$ cat src/rtl/mc_pkg.sv
// Shared definitions for the multicycle controller: opcodes, FSM states,
// ALU/write-back select encodings and the decoded-instruction payload.
package mc_pkg;

    localparam logic [6:0] OPC_LOAD   = 7'b0000011;
    localparam logic [6:0] OPC_STORE  = 7'b0100011;
    localparam logic [6:0] OPC_OP     = 7'b0110011;
    localparam logic [6:0] OPC_BRANCH = 7'b1100011;
    localparam logic [6:0] OPC_OPIMM  = 7'b0010011;
    localparam logic [6:0] OPC_JAL    = 7'b1101111;
    localparam logic [6:0] OPC_JALR   = 7'b1100111;
    localparam logic [6:0] OPC_LUI    = 7'b0110111;
    localparam logic [6:0] OPC_AUIPC  = 7'b0010111;

    typedef enum logic [2:0] {
        S_FETCH  = 3'd0,
        S_DECODE = 3'd1,
        S_EXEC   = 3'd2,
        S_MEM    = 3'd3,
        S_WB     = 3'd4,
        S_TRAP   = 3'd5
    } state_t;

    localparam logic [1:0] ALU_ADD   = 2'b00;
    localparam logic [1:0] ALU_RTYPE = 2'b01;
    localparam logic [1:0] ALU_ITYPE = 2'b10;

    localparam logic [1:0] WB_PC4 = 2'b00;
    localparam logic [1:0] WB_ALU = 2'b01;
    localparam logic [1:0] WB_MEM = 2'b10;

    typedef struct packed {
        logic       valid;
        logic       is_load;
        logic       is_store;
        logic       is_branch;
        logic       is_jump;
        logic       op_a_sel;
        logic       op_b_sel;
        logic [1:0] alu_op;
        logic [1:0] wb_sel;
    } dec_t;

endpackage

$ cat src/rtl/mc_decode.sv
// Combinational opcode decoder: instruction class flags plus the ALU
// operand/op selects and write-back source for the current IR opcode.
module mc_decode
    import mc_pkg::*;
(
    input  logic [6:0] opcode,
    output dec_t       dec
);

    always_comb begin
        dec          = '0;
        dec.valid    = 1'b1;
        dec.op_b_sel = 1'b1;
        dec.alu_op   = ALU_ADD;
        dec.wb_sel   = WB_ALU;
        case (opcode)
            OPC_LOAD: begin
                dec.is_load = 1'b1;
                dec.wb_sel  = WB_MEM;
            end
            OPC_STORE: dec.is_store = 1'b1;
            OPC_OP: begin
                dec.op_b_sel = 1'b0;
                dec.alu_op   = ALU_RTYPE;
            end
            OPC_BRANCH: begin
                dec.is_branch = 1'b1;
                dec.op_a_sel  = 1'b1;
            end
            OPC_OPIMM: dec.alu_op = ALU_ITYPE;
            OPC_JAL: begin
                dec.is_jump  = 1'b1;
                dec.op_a_sel = 1'b1;
                dec.wb_sel   = WB_PC4;
            end
            OPC_JALR: begin
                dec.is_jump = 1'b1;
                dec.wb_sel  = WB_PC4;
            end
            OPC_LUI:   dec.op_a_sel = 1'b0;
            OPC_AUIPC: dec.op_a_sel = 1'b1;
            default:   dec.valid    = 1'b0;
        endcase
    end

endmodule

$ cat src/rtl/multicycle_ctrl.sv
// Multicycle RV32-style control FSM: fetch/decode/exec/mem/wb sequencing
// over a shared single-port memory, with a memory wait timeout and retire counter.
module multicycle_ctrl
    import mc_pkg::*;
#(
    parameter int unsigned MEM_TIMEOUT = 15,
    parameter int unsigned INSTRET_W   = 32
) (
    input  logic                 clk,
    input  logic                 rst,
    input  logic [6:0]           opcode,
    input  logic                 branch,
    input  logic                 mem_ack,
    output logic                 mem_req,
    output logic                 mem_wren,
    output logic                 mem_addr_sel,
    output logic                 ir_wren,
    output logic                 pc_wren,
    output logic                 rd_wren,
    output logic                 br_sel,
    output logic                 op_a_sel,
    output logic                 op_b_sel,
    output logic [1:0]           alu_op,
    output logic [1:0]           wb_sel,
    output logic                 trap,
    output logic [2:0]           state,
    output logic [INSTRET_W-1:0] instret
);

    localparam int unsigned WAIT_W = $clog2(MEM_TIMEOUT + 1);

    state_t            cur_state;
    state_t            nxt_state;
    logic [WAIT_W-1:0] wait_cnt;
    logic              wait_inc;
    logic              timeout;
    dec_t              dec;

    mc_decode u_decode (
        .opcode (opcode),
        .dec    (dec)
    );

    // State, wait counter and retire counter; the counter clears whenever the FSM moves.
    always_ff @(posedge clk) begin
        if (rst) begin
            cur_state <= S_FETCH;
            wait_cnt  <= '0;
            instret   <= '0;
        end else begin
            cur_state <= nxt_state;
            wait_cnt  <= wait_inc ? wait_cnt + WAIT_W'(1) : '0;
            if (pc_wren) begin
                instret <= instret + INSTRET_W'(1);
            end
        end
    end

    assign timeout = (wait_cnt == WAIT_W'(MEM_TIMEOUT - 1));
    assign trap    = (cur_state == S_TRAP);
    assign state   = cur_state;

    always_comb begin
        nxt_state    = cur_state;
        wait_inc     = 1'b0;
        mem_req      = 1'b0;
        mem_wren     = 1'b0;
        mem_addr_sel = 1'b0;
        ir_wren      = 1'b0;
        pc_wren      = 1'b0;
        rd_wren      = 1'b0;
        br_sel       = 1'b0;
        op_a_sel     = 1'b0;
        op_b_sel     = 1'b0;
        alu_op       = ALU_ADD;
        wb_sel       = WB_PC4;
        case (cur_state)
            S_FETCH: begin
                mem_req = 1'b1;
                if (mem_ack) begin
                    ir_wren   = 1'b1;
                    nxt_state = S_DECODE;
                end else if (timeout) begin
                    nxt_state = S_TRAP;
                end else begin
                    wait_inc = 1'b1;
                end
            end
            S_DECODE: nxt_state = dec.valid ? S_EXEC : S_TRAP;
            S_EXEC: begin
                op_a_sel = dec.op_a_sel;
                op_b_sel = dec.op_b_sel;
                alu_op   = dec.alu_op;
                if (dec.is_load || dec.is_store) begin
                    nxt_state = S_MEM;
                end else if (dec.is_branch) begin
                    pc_wren   = 1'b1;
                    br_sel    = branch;
                    nxt_state = S_FETCH;
                end else begin
                    nxt_state = S_WB;
                end
            end
            S_MEM: begin
                // Address comes from the ALU, so its operand selects stay put.
                op_a_sel     = dec.op_a_sel;
                op_b_sel     = dec.op_b_sel;
                alu_op       = dec.alu_op;
                mem_req      = 1'b1;
                mem_addr_sel = 1'b1;
                mem_wren     = dec.is_store;
                if (mem_ack) begin
                    if (dec.is_store) begin
                        pc_wren   = 1'b1;
                        nxt_state = S_FETCH;
                    end else begin
                        nxt_state = S_WB;
                    end
                end else if (timeout) begin
                    nxt_state = S_TRAP;
                end else begin
                    wait_inc = 1'b1;
                end
            end
            S_WB: begin
                rd_wren   = 1'b1;
                pc_wren   = 1'b1;
                wb_sel    = dec.wb_sel;
                br_sel    = dec.is_jump;
                nxt_state = S_FETCH;
            end
            S_TRAP:  nxt_state = S_TRAP;
            default: nxt_state = S_TRAP;
        endcase
        // Reset silences the memory port and all write enables immediately.
        if (rst) begin
            mem_req  = 1'b0;
            mem_wren = 1'b0;
            ir_wren  = 1'b0;
            pc_wren  = 1'b0;
            rd_wren  = 1'b0;
        end
    end

endmodule

$ cat config.mk
export PLATFORM = sky130hd
export DESIGN_NAME = multicycle_ctrl
export DESIGN_NICKNAME = d
export VERILOG_FILES = /design/src/rtl/mc_pkg.sv /design/src/rtl/mc_decode.sv /design/src/rtl/multicycle_ctrl.sv
export SDC_FILE = /design/constraint.sdc
export NUM_CORES = 1
export LEC_CHECK = 0
export BUFFER_PORTS_ARGS = -buffer_cell sky130_fd_sc_hd__buf_2
export CAP_MARGIN = 40
export CORE_UTILIZATION = 54
export CTS_BUF_LIST = sky130_fd_sc_hd__clkbuf_4 sky130_fd_sc_hd__clkbuf_8
export CTS_CLUSTER_DIAMETER = 100
export CTS_CLUSTER_SIZE = 25
export DETAILED_ROUTE_END_ITERATION = 10
export PLACE_DENSITY_LB_ADDON = 0.12
export RECOVER_POWER = 50
export SKIP_CTS_REPAIR_TIMING = 1
export SLEW_MARGIN = 20
export SYNTH_ARGS = -nofsm -noshare
export SYNTH_HDL_FRONTEND = slang
export SYNTH_SLANG_ARGS = --single-unit
$ cat constraint.sdc
create_clock -name clk -period 2.7 [get_ports clk]
set_input_delay 0.135 -clock clk [delete_from_list [all_inputs] [get_ports clk]]
set_output_delay 0.135 -clock clk [all_outputs]
set_load 0.03 [all_outputs]
Yosys cells after proc, flatten, opt, wreduce, memory -nomap -nowiden
Cells that the tools add are included.
- $add $sub $neg: 2
- equal/unequal tests: 15
- muxes and demuxes: 43
- bitwise operators: 1
- reductions and logical operators: 8
- operator list (operator ; count):
    $add 32x1->32 const B ; 1
    $mux 1 ; 29
    $eq 7x6->1 const B ; 3
    $eq 7x7->1 const B ; 3
    $mux 3 ; 7
    $pmux 3 s5 ; 1
    $eq 7x5->1 const B ; 2
    $reduce_or 9->1 ; 1
    $pmux 2 s2 ; 2
    $reduce_or 2->1 ; 4
    $eq 7x2->1 const B ; 1
    $eq 3x2->1 const B ; 2
    $eq 3x3->1 const B ; 2
    $add 4x1->4 const B ; 1
    $eq 4x4->1 const B ; 1
    $mux 2 ; 2
    $eq 3x1->1 const B ; 1
    $logic_not 3->1 ; 1
    $pmux 1 s3 ; 1
    $reduce_or 3->1 ; 1
    $pmux 1 s2 ; 1
    $logic_or 1x1->1 ; 1
    $not 1->1 ; 1
- bits in registers: 39
- output and inout bits: 49

Longest topological paths before layout
Gate-level depths: netlist (run 1).
- depth in word-level cells: 6
- depth in mapped cells: 8

Cells and area by module
From an unflattened synthesis (run 1), not the netlist that was laid out.
- cells, all modules: 292
- area, all modules: 2462.4 um^2
- by module, submodules not included (module ; times used ; cells an instance ; area each (um^2) ; sequential area each (um^2)):
    multicycle_ctrl ; 1 ; 264 ; 2235.9 ; 780.7
    mc_decode ; 1 ; 28 ; 226.5 ; 0.0

Least setup slack after synthesis (run 1)
No wires, ideal clock.
- path type: flip-flop to flip-flop
- start point: register cur_state[2] (netlist: state[2])
- end point: register instret[23]
- data arrival time: 2.897 ns
- data required time: 2.630 ns
- path slack: -0.267 ns
- cell stages (with the launch flop): 7
- clock period less this slack: 2.967 ns
- path through: dfxtp_1 > nor4b_1 > a41oi_1 > a21o_1 > clkbuf_1 > or3_1 > a21oi_1
- longest elaborated chain between the ends: 3
- elaborated cells between the ends (all ways): 5
- RTL lines (item ; RTL line ; RTL):
    start: declaration ; multicycle_ctrl.sv:32 ; state_t cur_state;
    start signal: assignment ; multicycle_ctrl.sv:51 ; cur_state <= nxt_state;
    $eq 3x3->1 / $eq 3x2->1 (equally long branches) ; multicycle_ctrl.sv:77 ; case (cur_state)
    $pmux 1 s3 * ; multicycle_ctrl.sv:77 ;
    $mux 1 * ; multicycle_ctrl.sv:136 ; if (rst) begin
    end signal: assignment ; multicycle_ctrl.sv:54 ; instret <= instret + INSTRET_W'(1);
    end: declaration ; multicycle_ctrl.sv:27 ; output logic [INSTRET_W-1:0] instret
Mark *: on every way between the ends. The rest lies on a longest branch, timed or not.
A chain may end at the register's enable or synchronous reset.

Worst setup path in the final report (run 1)
- start point: register instret[9]
- end point: register instret[28]
- longest elaborated chain between the ends: 1
- RTL lines (item ; RTL line):
    $add 32x1->32 ; multicycle_ctrl.sv:54
Every way passes these cells.

==> key figures, run 1 <==
STA
  – F_max: 0.417 GHz
  – Fin Setup TNS: 0 ns
  – Period Utilization, post-route: 0.887
  – Final Hold Fails: 0
  – Worst slew pin tran: 0.527 ns
  – Max-slew violations: 0
  – Min Hold Slack: 0.265 ns
  – Slew headroom: 0.639
  – RSZ-0062 raised after global routing: false
  – Worst Clk Skew: 0.00523 ns
  – Post-layout min period: 2.40 ns
  – Setup violations, final: 0

Pwr
  – Peak VDD IR: 0.410 mV
  – Internal power: 830 uW
  – Sw Ratio: 0.270
  – Leakage: 0.846 nW
  – P per Cell Area: 450 nW/um2
  – P_sw: 306 uW
  – Clock Power Share: 0.345
  – Combinational share of power: 0.125
  – Sequential share of power: 0.531
  – Design Power: 1.14 mW

Layout
  – Layout area overhead: 16.9%
  – Fin area: 2530 um2
  – Post-route insts no fill: 373
  – Most frequent cells in the layout: 39 x dfxtp_1, 36 x clkbuf_1, 34 x nor2_1
  – Multi-input combinational cell area: 1290 um2
  – Register area: 781 um2
  – Most common cell after layout, fill and taps aside: dfxtp_1
  – Number of diodes: 0
  – Share of layout cells above drive strength 1: 0.123
  – Fill cell count: 369
  – Layout net count: 338

Logic synthesis
  – Syn_area_per_cell: 8.04 um2
  – Ys flop type: dfxtp_1
  – Number of enable flip-flop cells after synthesis: 0
  – Ys Warns: 0
  – Synth Net Count: 283
  – Synth Instances: 269
  – Cell Area, Synth: 2160 um2
  – #FFs+latches synth: 39
  – Synth area leaders: dfxtp_1 36%, xnor2_1 6.1%, a21oi_1 6.0%
  – Yosys top cell area share: 0.361
  – Yosys top cell by area: dfxtp_1
  – Async SR Flop Fraction: 0
  – Post-synth cell types: 44
  – Post-synthesis sequential area ratio: 0.361

Route
  – DR vias: 2,216
  – Drt wl/cell: 13.4 um
  – Starting DRT DRC Count: 161
  – Drc violations: 0
  – DR pass1 iterations: 4
  – Post-DRT Antenna Nets: 0
  – Via/cell ratio: 5.94
  – Final WL: 5.01 mm

Worst setup path
  – CP Class: flop to flop
  – R2r setup slk: 0.30 ns
  – Capturing point of the worst reg2reg path: instret[28]
  – Worst EP arrival: 2.62 ns
  – Worst Path Max Fanout: 18
  – Setup crit start kind: flop
  – Critical R2R Launch: instret[9]
  – Reg2Reg Depth: 5
  – Critical path capture point type: flop
  – CP Data Required Time: 2.92 ns

Min path
  – Min-Delay Path Class: input pin to flop
  – Worst Hold Depth: 2
  – Worst Hold End: instret[7]
  – Hold Startpoint: rst

Clock tree
  – H-tree levels: 2
  – Clk_lat worst skew: 0.28 ns
  – Cts bufs inserted: 5
  – CTS sink count: 39
  – Clk slew on worst S/H paths: 0.07 ns
  – Clk root buf: clkbuf_8
  – CTS tree: done
  – CTS max path bufs: 2

Floorplanning
  – Die width: 65.3 um
  – Die ar.: 4260 um2
  – Core ar.: 3740 um2
  – Initial Utilization: 0.578
  – Io pins: 60
  – Std cell rows: 22
  – Die Y: 65.3 um

Global routing
  – Global-route wire length before repair: 8.39 mm
  – Largest net degree at the start of global routing: 25
  – GRT Overall Usage: 0.246
  – GRT overflow: 0
  – Initial antenna violation count: 0
  – Vias in the first global route: 1,928

Placed design
  – DP Cell Count: 365
  – Area after DPL: 2490 um2
  – HPWL after detailed placement: 3.57 mm
  – Gpl congestion: 0.849
  – I/O Buffers: 59

Job
  – Max-cap violations: 0

Run status
  – Status: complete, no violations
[layout make-up]
cell class | instances | share of cell area
clock buffer | 7 | 0.0332
inverter | 8 | 0.0119
sequential | 39 | 0.309
clock inverter | 1 | 0.00198
multi-input combinational | 207 | 0.509
tap | 48 | 0.0238
timing repair buffer | 63 | 0.111
[state kept, by name, indices dropped and copies added, names as in the netlist]
name	cells
instret	32
state	3
wait_cnt	4
[cell usage after synthesis (3+ instances only)]
| cell type | count |
|---|---|
| xnor2_1 | 15 |
| o21ai_0 | 7 |
| buf_2 | 3 |
| nor4b_1 | 4 |
| nor3b_1 | 4 |
| a211oi_1 | 6 |
| or3_1 | 6 |
| or4_1 | 14 |
| nand3_1 | 13 |
| and3_1 | 5 |
| nor2_1 | 34 |
| o31ai_1 | 12 |
| clkbuf_1 | 11 |
| ha_1 | 3 |
| inv_1 | 8 |
| a21oi_1 | 26 |
| nand2_1 | 16 |
| nand4_1 | 7 |
| dfxtp_1 | 39 |
[per-stage QoR]
step	setup WS, ns	util
after floorplan	0.176	-
after global placement	0.407	0.665
final	0.304	0.675
after global routing	0.123	0.675
after detailed placement	0.320	0.665
after CTS	0.313	0.689
[power by group through the flow]
stage               Combinational (mW)  Sequential [mW]  Clock, mW
floorplan                       0.0927            0.621          0
global placement                 0.143            0.616          0
detailed placement               0.143            0.617          0
CTS                              0.144            0.603      0.408
global route                     0.154            0.606      0.420
finish                           0.142            0.603      0.392
[per-layer routing]
layer / up-vias / track usage / routed length, um
met3: 6 / 0.0521 / 323
met1: 1028 / 0.334 / 2470
met5: - / 0 / 0
li1: 1112 / - / -
met4: 0 / 0.0870 / 48
met2: 70 / 0.384 / 2170
[cell families (layout without fill, tap and decap cells)]
logic type,after synthesis,after routing,share of synthesized area
xor+xnor,16,16,0.0648
buf+inv,23,79,0.0434
flops,39,39,0.361
compound gates,65,65,0.193
fa+ha+maj,3,3,0.0174
simple gates,122,122,0.316
mux,1,1,0.00463
[critical path, stage by stage, from the launching register on]
cell     delay [ns]
dfxtp_1        0.41
and4_4         0.30
nand2_4        0.09
or4_1          0.79
or4_1          0.59
a21oi_1        0.15
[how the worst max path moves through the flow]
stage / to / cells past startpoint / slack (ns) / startpoint
after CTS: instret[28] / 5 / 0.31 / instret[9]
final: instret[28] / 5 / 0.30 / instret[9]
after global routing: instret[30] / 5 / 0.12 / instret[9]
after detailed placement: instret[28] / 5 / 0.32 / instret[9]
after global placement: instret[25] / 5 / 0.41 / instret[9]
after floorplan: mem_wren / 4 / 0.18 / state[1]
Note: power is estimated with default switching activity, not from simulation.
==> run 2, diff against run 1 <==
- CORE_UTILIZATION: 54 -> 49
- CTS_CLUSTER_DIAMETER: 100 -> 80
- TNS_END_PERCENT: default -> 50
- clock period: 2.7 -> 2.1 ns (I/O delays scaled with it)
==> key figures, run 2 (synthesized netlist as in run 1, its figures left out) <==
Run status
  – Status: complete, no violations (unchanged)

Route
  – Drt wl/cell: 13.7 um (was 13.4 um)
  – Drc violations: 0 (unchanged)
  – DR pass1 iterations: 5 (was 4)
  – Final WL: 5.49 mm (was 5.01 mm)
  – DR vias: 2,346 (was 2,216)
  – Via/cell ratio: 5.84 (was 5.94)
  – Starting DRT DRC Count: 212 (was 161)
  – Post-DRT Antenna Nets: 0 (unchanged)

Layout
  – Layout area overhead: 31.5% (was 16.9%)
  – Post-route insts no fill: 402 (was 373)
  – Most frequent cells in the layout: 35 x clkbuf_1, 33 x nor2_1, 30 x dfxtp_1 (was 39 x dfxtp_1, 36 x clkbuf_1, 34 x nor2_1)
  – Layout net count: 365 (was 338)
  – Most common cell after layout, fill and taps aside: clkbuf_1 (was dfxtp_1)
  – Number of diodes: 0 (unchanged)
  – Biggest register: instret (unchanged)
  – Max reg flops: 32 (unchanged)
  – Share of layout cells above drive strength 1: 0.247 (was 0.123)
  – Fin util: 0.691 (was 0.675)

STA
  – Worst slew pin tran: 0.581 ns (was 0.527 ns)
  – Final Hold Fails: 0 (unchanged)
  – F_max: 0.481 GHz (was 0.417 GHz)
  – Max-slew violations: 0 (unchanged)
  – Setup violations, final: 0 (unchanged)
  – Slew headroom: 0.602 (was 0.639)
  – Period Utilization, post-route: 0.990 (was 0.887)
  – Post-layout min period: 2.08 ns (was 2.40 ns)
  – Worst Clk Skew: 0.00776 ns (was 0.00523 ns)
  – RSZ-0062 raised after global routing: true (was false)

Clock tree
  – CTS max path bufs: 2 (unchanged)
  – Cts bufs inserted: 5 (unchanged)
  – H-tree levels: 2 (unchanged)
  – Clk slew on worst S/H paths: 0.08 ns (was 0.07 ns)
  – CTS tree: done (unchanged)
  – Clk_lat worst skew: 0.29 ns (was 0.28 ns)
  – Clk root buf: clkbuf_8 (unchanged)
  – CTS sink count: 39 (unchanged)

Min path
  – Min-Delay Path Class: input pin to flop (unchanged)

Pwr
  – Combinational share of power: 0.137 (was 0.125)
  – Clock Power Share: 0.384 (was 0.345)
  – Sw Ratio: 0.262 (was 0.270)
  – Peak VDD IR: 0.442 mV (was 0.410 mV)
  – P_sw: 417 uW (was 306 uW)
  – Sequential share of power: 0.479 (was 0.531)
  – P per Cell Area: 561 nW/um2 (was 450 nW/um2)
  – Leakage: 1.01 nW (was 0.846 nW)
  – Internal power: 1.18 mW (was 830 uW)

Global routing
  – Initial antenna violation count: 0 (unchanged)
  – Vias in the first global route: 1,922 (was 1,928)
  – GRT overflow: 0 (unchanged)
  – Global-route wire length before repair: 8.63 mm (was 8.39 mm)
  – Largest net degree at the start of global routing: 21 (was 25)
  – GRT Overall Usage: 0.243 (was 0.246)

Floorplanning
  – Core ar.: 4120 um2 (was 3740 um2)
  – Die Y: 68.4 um (was 65.3 um)
  – Io pins: 60 (unchanged)
  – Initial Utilization: 0.525 (was 0.578)
  – Die ar.: 4680 um2 (was 4260 um2)
  – Die width: 68.4 um (was 65.3 um)
  – Std cell rows: 23 (was 22)

Worst setup path
  – Setup crit start kind: flop (unchanged)
  – Worst EP arrival: 2.30 ns (was 2.62 ns)
  – Worst Path Max Fanout: 9 (was 18)
  – CP Data Required Time: 2.32 ns (was 2.92 ns)
  – Critical path capture point type: flop (unchanged)
  – CP Class: flop to flop (unchanged)

Placed design
  – I/O Buffers: 59 (unchanged)
  – HPWL after detailed placement: 4.05 mm (was 3.57 mm)
  – DP Cell Count: 392 (was 365)
  – Gpl congestion: 0.851 (was 0.849)

Job
  – Max-cap violations: 0 (unchanged)
## run 2: cell count changes in the layout (fill, tap and decap cells not counted), moves of 2 or more
cell	before	now
buf_4	4	29
dfxtp_1	39	30
dfxtp_2	0	5
dfxtp_4	0	4
a21o_1	2	0
nor4b_1	4	2
## run 2: path summary, 6_finish.rpt
path / start / endpoint / slack [ns] / depth (start not counted)
worst max-delay path: instret[11] / instret[27] / 0.02 / 6
worst min-delay path: mem_ack / wait_cnt[1] / 0.24 / 4
worst max register to register: instret[11] / instret[27] / 0.02 / 6
worst min register to register: wait_cnt[0] / wait_cnt[0] / 0.46 / 1
## run 2: layer usage
metal  track usage  share of wire  wire length [um]
met1         0.339           0.47              2610
met2         0.380           0.46              2510
met3        0.0467          0.059               324
met4        0.0625          0.010                56
met5             0              0                 0
## run 2: layout make-up
cell class	count	area [um2]
clock buffers	5	68.8
flip-flops and latches	39	802
inverters	8	30.0
well taps	50	62.6
clock inverters	3	42.5
repair buffers	90	488
fillers	373	1270
multi-input cells	207	1350
## run 2: worst max-delay path: stages (launching register included)
cell,delay (ns)
dfxtp_4,0.36
and4_4,0.25
nand2_4,0.05
or4_4,0.54
buf_6,0.15
or4_1,0.51
a21oi_2,0.15
## run 2: power groups by stage
stage | clock (mW) | sequential, mW | combinational, mW
2_1_floorplan | 0 | 0.795 | 0.123
3_3_place_gp | 0 | 0.780 | 0.213
3_5_place_dp | 0 | 0.781 | 0.215
4_1_cts | 0.627 | 0.763 | 0.216
5_1_grt | 0.662 | 0.766 | 0.236
6_report | 0.613 | 0.764 | 0.218
## run 2: through the flow
step                hold WS, ns  TNS (ns)  instance area (um2)  setup slack, ns  total power, mW
finish                    0.239         0                 2840           0.0202             1.60
global route              0.243   -0.0872                 2840          -0.0306             1.66
global placement          0.448         0                 2720           0.0636            0.993
detailed placement        0.448  -0.00513                 2720         -0.00513            0.996
CTS                       0.228   -0.0477                 2840          -0.0333             1.61
floorplan                 0.324  -0.00512                 2210         -0.00320            0.918
